**src/rtl/dmem_pkg.sv**
```systemverilog
// Shared definitions for the data-memory port.
//   state_t     : load sequencer state encoding
//   BE_WORD     : byte-enable mask for a full word access
//   TIMEOUT_DEF : default LD_WAIT limit in cycles
//   CNT_W       : width of the LD_WAIT timeout counter
//   byte_be()   : one-hot byte enable for a byte lane
package dmem_pkg;

  typedef enum logic [1:0] {
    IDLE    = 2'd0,
    LD_REQ  = 2'd1,
    LD_WAIT = 2'd2,
    LD_DONE = 2'd3
  } state_t;

  localparam logic [3:0] BE_WORD     = 4'hF;
  localparam int         TIMEOUT_DEF = 255;
  localparam int         CNT_W       = 10;

  function automatic logic [3:0] byte_be(input logic [1:0] lane);
    return 4'b0001 << lane;
  endfunction

endpackage

```
**src/rtl/dmem_wrbuf.sv**
```systemverilog
// Single-entry posted write buffer.
//   clk, reset            : clock, async active-low reset
//   capture               : load addr/wdata/be into the entry (sets full)
//   hold                  : block draining this cycle (bus owned by a load)
//   ready                 : bus ReqReady
//   addr, wdata, be       : store payload to capture
//   full                  : entry holds a pending store
//   drain                 : store handshake on the bus this cycle
//   buf_addr/wdata/be     : pending store payload
module dmem_wrbuf
  import dmem_pkg::*;
(
  input  logic        clk,
  input  logic        reset,
  input  logic        capture,
  input  logic        hold,
  input  logic        ready,
  input  logic [31:0] addr,
  input  logic [31:0] wdata,
  input  logic [3:0]  be,
  output logic        full,
  output logic        drain,
  output logic [31:0] buf_addr,
  output logic [31:0] buf_wdata,
  output logic [3:0]  buf_be
);

  assign drain = full & ~hold & ready;

  // Capture wins over drain so a store can refill the entry in its drain cycle.
  always_ff @(posedge clk or negedge reset) begin
    if (!reset) begin
      full      <= 1'b0;
      buf_addr  <= '0;
      buf_wdata <= '0;
      buf_be    <= '0;
    end else begin
      if (capture) begin
        full      <= 1'b1;
        buf_addr  <= addr;
        buf_wdata <= wdata;
        buf_be    <= be;
      end else if (drain) begin
        full <= 1'b0;
      end
    end
  end

endmodule

```
**src/rtl/dmem_port.sv**
```systemverilog
// Data-memory port: sequences loads over a request/response bus and posts
// stores through a single-entry write buffer.
//   clk, reset                       : clock, async active-low reset
//   MemReadM, MemWriteM, ByteM       : M-stage access type
//   ALUOutM, WriteDataM              : byte address, store data
//   ReadDataM                        : load result (held outside LD_DONE)
//   StallM                           : pipeline stall request
//   DataAbortM                       : one-cycle load abort
//   ReqValid/ReqReady/ReqWrite/ReqAddr/ReqWData/ReqBE : bus request
//   RspValid/RspData/RspErr          : bus read response
module dmem_port
  import dmem_pkg::*;
#(
  parameter int TIMEOUT = TIMEOUT_DEF
) (
  input  logic        clk,
  input  logic        reset,
  input  logic        MemReadM,
  input  logic        MemWriteM,
  input  logic        ByteM,
  input  logic [31:0] ALUOutM,
  input  logic [31:0] WriteDataM,
  output logic [31:0] ReadDataM,
  output logic        StallM,
  output logic        DataAbortM,
  output logic        ReqValid,
  input  logic        ReqReady,
  output logic        ReqWrite,
  output logic [31:0] ReqAddr,
  output logic [31:0] ReqWData,
  output logic [3:0]  ReqBE,
  input  logic        RspValid,
  input  logic [31:0] RspData,
  input  logic        RspErr
);

  localparam logic [CNT_W-1:0] TO_LAST = CNT_W'(TIMEOUT - 1);

  state_t           state, state_nxt;
  logic [31:0]      ld_addr;
  logic             ld_byte;
  logic [CNT_W-1:0] cnt;
  logic [31:0]      rd_data;
  logic             ld_err;
  logic [31:0]      rsp_fmt;
  logic [7:0]       rsp_byte;

  logic        wb_full, wb_drain, wb_capture;
  logic [31:0] wb_addr, wb_wdata;
  logic [3:0]  wb_be;

  logic ld_start, wait_done;

  // Loads wait for an empty buffer so the store reaches memory first.
  assign ld_start   = (state == IDLE) & MemReadM & ~wb_full;
  // A simultaneous load takes priority and the store is dropped.
  assign wb_capture = (state == IDLE) & MemWriteM & ~MemReadM & (~wb_full | wb_drain);
  assign wait_done  = (state == LD_WAIT) & (RspValid | (cnt == TO_LAST));

  dmem_wrbuf u_wrbuf (
    .clk       (clk),
    .reset     (reset),
    .capture   (wb_capture),
    .hold      (state == LD_REQ),
    .ready     (ReqReady),
    .addr      ({ALUOutM[31:2], 2'b00}),
    .wdata     (ByteM ? {4{WriteDataM[7:0]}} : WriteDataM),
    .be        (ByteM ? byte_be(ALUOutM[1:0]) : BE_WORD),
    .full      (wb_full),
    .drain     (wb_drain),
    .buf_addr  (wb_addr),
    .buf_wdata (wb_wdata),
    .buf_be    (wb_be)
  );

  always_ff @(posedge clk or negedge reset) begin
    if (!reset) state <= IDLE;
    else        state <= state_nxt;
  end

  always_comb begin
    state_nxt = state;
    case (state)
      IDLE:    if (ld_start) state_nxt = LD_REQ;
      LD_REQ:  if (ReqReady) state_nxt = LD_WAIT;
      LD_WAIT: if (wait_done) state_nxt = LD_DONE;
      LD_DONE: state_nxt = IDLE;
      default: state_nxt = IDLE;
    endcase
  end

  always_comb begin
    rsp_byte = RspData[7:0];
    case (ld_addr[1:0])
      2'd0: rsp_byte = RspData[7:0];
      2'd1: rsp_byte = RspData[15:8];
      2'd2: rsp_byte = RspData[23:16];
      2'd3: rsp_byte = RspData[31:24];
      default: rsp_byte = RspData[7:0];
    endcase
    rsp_fmt = ld_byte ? {24'h0, rsp_byte} : RspData;
  end

  always_ff @(posedge clk or negedge reset) begin
    if (!reset) begin
      ld_addr <= '0;
      ld_byte <= 1'b0;
      cnt     <= '0;
      rd_data <= '0;
      ld_err  <= 1'b0;
    end else begin
      if (ld_start) begin
        ld_addr <= ALUOutM;
        ld_byte <= ByteM;
      end
      cnt <= (state == LD_WAIT) ? cnt + 1'b1 : '0;
      // A response in the final timeout cycle still counts as a response.
      if (wait_done) begin
        if (RspValid && !RspErr) begin
          rd_data <= rsp_fmt;
          ld_err  <= 1'b0;
        end else begin
          rd_data <= '0;
          ld_err  <= 1'b1;
        end
      end
    end
  end

  always_comb begin
    ReqValid = 1'b0;
    ReqWrite = 1'b0;
    ReqAddr  = '0;
    ReqWData = '0;
    ReqBE    = '0;
    if (state == LD_REQ) begin
      ReqValid = 1'b1;
      ReqAddr  = {ld_addr[31:2], 2'b00};
      ReqBE    = BE_WORD;
    end else if (wb_full) begin
      ReqValid = 1'b1;
      ReqWrite = 1'b1;
      ReqAddr  = wb_addr;
      ReqWData = wb_wdata;
      ReqBE    = wb_be;
    end
  end

  // Gated by reset so the stall drops immediately on reset assertion.
  assign StallM = reset & (((state == IDLE) & MemReadM) | (state == LD_REQ) |
                           (state == LD_WAIT) | (MemWriteM & wb_full & ~wb_drain));
  assign DataAbortM = (state == LD_DONE) & ld_err;
  assign ReadDataM  = rd_data;

endmodule

```
**config.mk**
```make
export PLATFORM = sky130hd
export DESIGN_NAME = dmem_port
export DESIGN_NICKNAME = d
export VERILOG_FILES = /design/src/rtl/dmem_pkg.sv /design/src/rtl/dmem_wrbuf.sv /design/src/rtl/dmem_port.sv
export SDC_FILE = /design/constraint.sdc
export NUM_CORES = 1
export LEC_CHECK = 0
export CORE_MARGIN = 1.5
export CORE_UTILIZATION = 68
export DETAILED_ROUTE_END_ITERATION = 10
export DONT_BUFFER_PORTS = 1
export PLACE_DENSITY_LB_ADDON = 0.2
export SYNTH_ARGS = -nofsm -noshare
export SYNTH_HDL_FRONTEND = slang
export SYNTH_SLANG_ARGS = --single-unit
export TNS_END_PERCENT = 1
```
**constraint.sdc**
```tcl
create_clock -name clk -period 3.4 [get_ports clk]
set_input_delay 0.68 -clock clk [delete_from_list [all_inputs] [get_ports clk]]
set_output_delay 0.68 -clock clk [all_outputs]
set_load 0.01 [all_outputs]
```
* After elaboration in Yosys (flattened, before gate mapping)
Index checks and enable logic that the tools add are counted.
Storage, ports and cells: register bits 145, input bits 104, output and inout port bits 104
Operators by class: add/sub/neg operators 1, equality and inequality tests 10, shift-type cells 1, muxes and demuxes 22, bitwise operators 21, reduce and logical (&&, ||, !) cells 6
Operators by type and width (count):
- 2-to-1 mux 32 bit | 7
- one-hot mux 8 bit (4 select lines) | 1
- AND 1 bit | 12
- 2-to-1 mux 4 bit | 3
- adder 10 x 1 -> 10 bit, second input constant | 1
- == test 10 x 8 -> 1 bit, second input constant | 1
- 2-to-1 mux 10 bit | 1
- == test 2 bit, second input constant | 4
- one-hot mux 2 bit (4 select lines) | 1
- 2-to-1 mux 1 bit | 6
- 2-to-1 mux 2 bit | 3
- inequality test 2 bit, second input constant | 3
- OR 1 bit | 5
- == test 2 x 1 -> 1 bit, second input constant | 2
- logical NOT 2 bit | 2
- inverter 1 bit | 4
- left shift 1 x 2 -> 4 bit, first input constant | 1
- AND reduction 3 bit | 1
- nonzero test 2 bit | 1
- logical AND 1 bit | 1
- logical NOT 1 bit | 1

* Logic depth before layout (Yosys ltp)
Gate-level depths: netlist (run 1).
depth after elaboration 8, gate-level depth with buffers 8, gate-level depth less buffers 6

* Hierarchy
From an unflattened synthesis (run 1), not the netlist that was laid out.
Second synthesis, totals: cells, all modules 562, area, all modules 6870.3 um^2
By module, submodules not included:
- dmem_port | times used 1, cells an instance 413, area an instance 4264.1 um^2, seq. area each 1951.9 um^2
- dmem_wrbuf | times used 1, cells an instance 149, area an instance 2606.2 um^2, seq. area each 1726.7 um^2

* Worst setup path after synthesis (run 1)
OpenSTA, ideal clock, no wires.
kind flip-flop to output port, start point reg state[1], end point out ReqWData[22], data arrival time 1.349 ns, required time 2.720 ns, setup slack 1.371 ns, cell stages (with the launch flop) 7, buffers on the path 2, path through dfrtp_1 inv_1 ha_1 nor2b_1 buf_2 clkbuf_1 and2_1
On the way: longest elaborated chain between the ends 2
Ends and longest elaborated chain:
- start, declared | line dmem_port.sv:39 | state_t state, state_nxt;
- start signal, assigned | line dmem_port.sv:78 | else state <= state_nxt;
- == test 2 x 1 -> 1 bit | line dmem_port.sv:136 | if (state == LD_REQ) begin
- 2-to-1 mux 32 bit | line dmem_port.sv:136
- end, declared | line dmem_port.sv:30 | output logic [31:0] ReqWData,
No other way between the ends.

* Final worst setup path (run 1)
start point reg state[1], end point out StallM
On the way: longest elaborated chain between the ends 8, elaborated cells on any way between the ends 13, classes of those cells 2 x eq/ne; 10 x bitwise; 1 x reduce/logical
Ends and longest elaborated chain:
- == test 2 x 1 -> 1 bit | line dmem_port.sv:64, dmem_port.sv:150
- inverter 1 bit | line dmem_wrbuf.sv:28 | assign drain = full & ~hold & ready;
- AND 1 bit (2 in a row) | line dmem_wrbuf.sv:28
- inverter 1 bit | line dmem_port.sv:151 | (state == LD_WAIT) | (MemWriteM & wb_full & ~wb_drain));
- AND 1 bit | line dmem_port.sv:151
- OR 1 bit (*) | line dmem_port.sv:151
- AND 1 bit (*) | line dmem_port.sv:150 | assign StallM = reset & (((state == IDLE) & MemReadM) | (state == LD_REQ) |
- end, declared | line dmem_port.sv:24 | output logic StallM,
Every way passes the cells marked *; elsewhere a longest branch is shown, timed or not.

==> reports/summary.txt, run 1 <==
relative slew slack: 51.5%
Setup crit end kind: output port
Data arrival, critical path: 2.38 ns
Final WS setup: 0.337 ns
Worst path max stage delay: 0.48 ns
clock sinks: 145
min Tclk post-route: 3.06 ns
vias in the first global route: 4106
post-synthesis sequential area ratio: 53.6%
post-route DRC violation count: 0
critical path fanouts, max: 27
Initial Util: 69.6%
Port Buffer Count: 0
failing checks: hold timing
DR iter-0 viols: 156
PwrDens: 965 nW/um^2
initial antenna violation count: 0
unrepaired setup endpoints after global routing: false
status: finished with violations
DP Wirelength: 9.63 mm
setup violators final: 0
commonest non-fill, non-tap cells in the layout: dfrtp_1, mux2_2, a22o_1, and2_1, a21oi_1
crit path cell chain: inv_1 > ha_1 > buf_4 > a211o_1 > a31oi_1 > nor2b_1
Die ar.: 10600 sq um
slew of the pin with the lowest slew margin: 0.728 ns
dpl cells: 642
cell area after synthesis: 6770 sq um
Worst Hold Class: primary input to async pin
syn_area_per_cell: 12.4 sq um
nets@finish: 639
Syn-to-layout area delta: 7.07%
Synth Instances: 546
Site Rows: 36
Die X: 103 um
final hold violation count: 145
Core Box Area: 9730 sq um
post-CTS setup buffers: 0
number of max-cap violations: 0
number of synthesized register bits: 145
Cell Count, Final, Fillers Out: 674
Setup CP Type: register to output port
Pre-Repair DR Iteration Count: 5
Via density: 6.31
worst reg2reg startpoint: state[1]
CTS root buf: clkbuf_8
Clock Tree Buf Depth: 2
Tcrit/Tclk final: 90.1%
post-synth cell types: 45
vias post-DR: 4251
post-route clock skew: 0.00590 ns
Top-Level Pins: 208
TritonCTS clock tree: built
Slowest cell on crit path: ha_1
GR Util All Layers: 26.9%
Die Ht: 103 um
largest net degree at the start of global routing: 147
fill cell count: 651
setup tns final: 0 ns
share of cells above drive strength 1: 21.1%
ANT nets after route: 0
count of pins over their slew limit: 0
H-Tree Level Count: 4
post-cts sizing count: 0
maximum vdd drop: 0.599 mV
Leakage: 3.36 nW
gp weighted congestion: 0.805
Antenna diodes: 0
commonest non-fill, non-tap cell in the layout: dfrtp_1
Worst-path clk slew: 0.06 ns
Fmax achieved: 326 MHz
startpoint types: register
Yosys warning total: 0
Worst R2R Setup Slack: 0.92 ns
GR Overflow Total: 0
worst-skew pair later-pin latency: 0.53 ns
cts bufs inserted: 17
WP data required: 2.72 ns
Worst Setup SP: state[1]
Hold WS: -0.158 ns
final wirelength: 14.4 mm
pre-CTS WS: 0.893 ns
WL per Instance: 21.4 um
first-pass GRT wire length: 21.3 mm
layout make-up:
type                            instances  area, sq um  share of cell area, %
Timing Repair Buffer                    5         37.5                  0.518
Clock buffer                           19          432                   5.95
Tap cell                              133          166                   2.29
Sequential cell                       145         3630                   50.0
Inverter                                6         22.5                  0.311
Multi-Input combinational cell        353         2850                   39.3
Clock inverter                         13          113                   1.55
critical path, delay by kind of cell, from the launching register on:
kind,cells,cell delay [ns]
fa+ha+maj,1,0.48
compound gates,2,0.21
buf+inv,2,0.52
simple gates,1,0.24
flops,1,0.41
final timing paths:
| kind | to | cells past startpoint |
|---|---|---|
| worst max-delay path | StallM | 6 |
| worst min-delay path | u_wrbuf.buf_wdata[13] | 0 |
| worst max register to register | u_wrbuf.buf_addr[25] | 6 |
| worst min register to register | u_wrbuf.buf_wdata[6] | 1 |
| max in group asynchronous | u_wrbuf.buf_be[0] | 0 |
| min in group clk | u_wrbuf.buf_be[3] | 1 |
through the flow:
step           area (sq um)  util, %  hold slack [ns]  total power [mW]
2_1_floorplan          6780        -            0.384              4.88
6_report               7250     74.5           -0.158              7.00
5_1_grt                7250     74.5           -0.184              7.39
3_5_place_dp           6710     69.0            0.388              5.32
3_3_place_gp           6710     69.0            0.388              5.17
4_1_cts                7250     74.5           -0.178              7.03
flip-flops by register name, indices dropped and copies added (netlist names):
register,cells
ld_addr,32
u_wrbuf.buf_addr,30
u_wrbuf.full,1
ld_byte,1
u_wrbuf.buf_be,4
state,2
ld_err,1
ReadDataM,32
u_wrbuf.buf_wdata,32
cnt,10
logic make-up (layout without fill, tap and decap cells):
| kind of cell | after synthesis | after routing | synth area share, % |
|---|---|---|---|
| AOI/OAI and AO/OA | 132 | 132 | 14.1 |
| DFF | 145 | 145 | 53.6 |
| buffers and inverters | 49 | 43 | 4.58 |
| and+or+nand+nor | 102 | 102 | 8.90 |
| muxes | 104 | 104 | 16.7 |
| adders and majority gates | 7 | 7 | 1.29 |
| other | 1 | 2 | 0.0554 |
| xor gates and xnor gates | 6 | 6 | 0.776 |
report_power, final:
part / internal (mW) / leakage, nW / switching, mW / total [mW]
logic: 1.07 / 1.34 / 1.08 / 2.15
registers: 2.52 / 1.77 / 0.627 / 3.14
clock network: 0.987 / 0.252 / 0.726 / 1.71
total: 4.57 / 3.36 / 2.43 / 7.00
cells in the mapped netlist, drive strengths merged:
master	n	area, sq um
a211o	1	8.76
mux2	72	811
o21ai	11	58.8
buf	34	254
or3	2	12.5
nand2b	4	25.0
a31oi	4	25.0
nand4	2	18.8
nand3b	2	27.5
inv	6	22.5
xnor2	4	35.0
nand4b	1	8.76
nand3	2	10.0
o211ai	1	7.51
o21a	2	15.0
a22o	56	490
and2	39	244
nor3b	8	60.1
and4	1	8.76
a21oi	34	174
nand2	5	18.8
a21o	19	143
o32a	1	10.0
nor2	28	105
a21boi	2	15.0
o21ba	1	10.0
xor2	2	17.5
dfrtp	145	3630
nor2b	5	38.8
mux2i	32	320
ha	7	87.6
clkbuf	9	33.8
nor3	1	10.0
or2	1	6.26
and3b	1	8.76
conb	1	3.75
per-layer routing:
metal / share of wire [%] / track usage, % / vias up
li1: - / - / 1919
met1: 39 / 32.5 / 2136
met2: 48 / 43.1 / 175
met3: 11 / 12.8 / 21
met4: 1.4 / 8.73 / 0
met5: 0 / 0 / -
Note: power is estimated with default switching activity, not from simulation.
==> run 2: changes to the inputs <==
CORE_MARGIN = 3   (was 1.5)
==> run 2 against run 1 <==
Against the previous run:
- the flow still finishes with violations (hold timing)
- routed wire length increased by 4.7%
- hold slack gained 0.0064 ns
- final area rose by 1.4%
- register-to-register slack worse by 0.05 ns
- utilization grew 3.2 points
- clock skew is 0.0022 ns higher
- critical path type unchanged
- largest cell class unchanged
==> reports/summary.txt, run 2 (synthesis gave the netlist of run 1 again) <==
status: finished with violations (unchanged)
failing checks: hold timing (unchanged)
Site Rows: 35 (was 36)
dpl cells: 639 (was 642)
Fmax achieved: 345 MHz (was 326 MHz)
DP Wirelength: 10.0 mm (was 9.63 mm)
worst reg2reg startpoint: state[1] (unchanged)
count of pins over their slew limit: 0 (unchanged)
Finished Cell Area: 7350 sq um (was 7250 sq um)
number of max-cap violations: 0 (unchanged)
final hold violation count: 145 (unchanged)
WP data required: 2.72 ns (about the same)
startpoint types: register (unchanged)
post-cts sizing count: 0 (unchanged)
Die X: 106 um (was 103 um)
slew of the pin with the lowest slew margin: 0.667 ns (was 0.728 ns)
worst-skew pair later-pin latency: 0.52 ns (was 0.53 ns)
post-route DRC violation count: 0 (unchanged)
pre-CTS WS: 0.893 ns (about the same)
Top-Level Pins: 208 (unchanged)
final wirelength: 15.1 mm (was 14.4 mm)
maximum vdd drop: 0.661 mV (was 0.599 mV)
gp weighted congestion: 0.826 (was 0.805)
commonest non-fill, non-tap cells in the layout: dfrtp_1, mux2_2, a22o_1, and2_1, a21oi_1 (unchanged)
min Tclk post-route: 2.90 ns (was 3.06 ns)
DR iter-0 viols: 338 (was 156)
vias in the first global route: 4578 (was 4106)
setup violators final: 0 (unchanged)
Worst-path clk slew: 0.06 ns (about the same)
commonest non-fill, non-tap cell in the layout: dfrtp_1 (unchanged)
unrepaired setup endpoints after global routing: false (unchanged)
Via density: 6.42 (was 6.31)
Die ar.: 11200 sq um (was 10600 sq um)
Cell Count, Final, Fillers Out: 670 (was 674)
Hold WS: -0.152 ns (was -0.158 ns)
Pre-Repair DR Iteration Count: 5 (unchanged)
Die Ht: 106 um (was 103 um)
Final WS setup: 0.499 ns (was 0.337 ns)
vias post-DR: 4302 (was 4251)
initial antenna violation count: 0 (unchanged)
PwrDens: 994 nW/um^2 (was 965 nW/um^2)
fill cell count: 590 (was 651)
Clock Tree Buf Depth: 2 (unchanged)
Setup crit end kind: output port (unchanged)
cts bufs inserted: 17 (unchanged)
critical path fanouts, max: 63 (was 27)
RR Endpoint: u_wrbuf.buf_wdata[20] (was u_wrbuf.buf_addr[25])
Initial Util: 71.6% (was 69.6%)
Tcrit/Tclk final: 85.3% (was 90.1%)
largest net degree at the start of global routing: 147 (unchanged)
setup tns final: 0 ns (unchanged)
TritonCTS clock tree: built (unchanged)
Port Buffer Count: 0 (unchanged)
relative slew slack: 55.5% (was 51.5%)
Reg2Reg Depth: 8 (was 6)
post-CTS setup buffers: 0 (unchanged)
Worst Setup SP: state[1] (unchanged)
Antenna diodes: 0 (unchanged)
H-Tree Level Count: 4 (unchanged)
clock sinks: 145 (unchanged)
crit path to: ReqAddr[31] (was StallM)
GR Util All Layers: 28.4% (was 26.9%)
ANT nets after route: 0 (unchanged)
WL per Instance: 22.5 um (was 21.4 um)
Worst R2R Setup Slack: 0.87 ns (was 0.92 ns)
CTS root buf: clkbuf_8 (unchanged)
GR Overflow Total: 0 (unchanged)
Data arrival, critical path: 2.22 ns (was 2.38 ns)
Worst Hold Class: primary input to async pin (unchanged)
Syn-to-layout area delta: 8.55% (was 7.07%)
nets@finish: 640 (was 639)
Core Box Area: 9460 sq um (was 9730 sq um)
share of cells above drive strength 1: 21.1% (unchanged)
post-route clock skew: 0.00806 ns (was 0.00590 ns)
first-pass GRT wire length: 24.6 mm (was 21.3 mm)
Leakage: 3.41 nW (was 3.36 nW)
Post-DP Area: 6720 sq um (was 6710 sq um)
Setup CP Type: register to output port (unchanged)
## run 2: cell types whose count changed in the layout (fill, tap and decap cells not counted)
| cell | before | now |
|---|---|---|
| clkinv_2 | 4 | 1 |
| clkbuf_8 | 2 | 1 |
| clkinv_4 | 0 | 2 |
| inv_6 | 2 | 1 |
| bufinv_16 | 1 | 5 |
| clkinvlp_4 | 6 | 4 |
| buf_12 | 0 | 1 |
## run 2: worst max-delay path, stage by stage (launching register included)
cell	delay [ns]
dfrtp_1	0.38
inv_1	0.09
ha_1	0.28
nor2b_4	0.13
buf_4	0.47
a22o_1	0.31
## run 2: metrics by stage
stage / power, mW / utilization [%]
floorplan: 4.88 / -
global placement: 5.20 / 71.1
detailed placement: 5.34 / 71.1
CTS: 7.37 / 77.7
global route: 7.75 / 77.7
finish: 7.31 / 77.7
## run 2: per-layer routing
layer	vias to the layer above	GRT usage, %	routed length [um]
li1	1917	-	-
met4	0	10.1	263
met1	2173	33.2	5670
met5	-	0	0
met3	21	13.3	1670
met2	191	46.1	7490
## run 2: area by class of cell
class / instances / area (sq um) / area share, %
well taps: 129 / 161 / 2.20
flip-flops and latches: 145 / 3630 / 49.3
repair buffers: 6 / 57.6 / 0.783
clock inverters: 13 / 211 / 2.88
clock buffers: 18 / 418 / 5.68
inverters: 6 / 22.5 / 0.306
multi-input cells: 353 / 2850 / 38.8
## run 2: where the power goes
part / total, mW / internal, mW / switching [mW]
registers: 3.17 / 2.52 / 0.654
clock network: 1.98 / 1.26 / 0.720
logic: 2.16 / 1.07 / 1.08
total: 7.31 / 4.85 / 2.46
## run 2: how the worst min path moves through the flow
| stage | start | end | slack, ns |
|---|---|---|---|
| 5_1_grt | reset | u_wrbuf.buf_wdata[13] | -0.19 |
| 3_5_place_dp | reset | u_wrbuf.buf_wdata[20] | 0.39 |
| 2_1_floorplan | reset | ReadDataM[0] | 0.38 |
| 6_report | reset | u_wrbuf.buf_wdata[17] | -0.15 |
| 3_3_place_gp | reset | u_wrbuf.buf_wdata[25] | 0.39 |
| 4_1_cts | reset | ld_addr[27] | -0.18 |
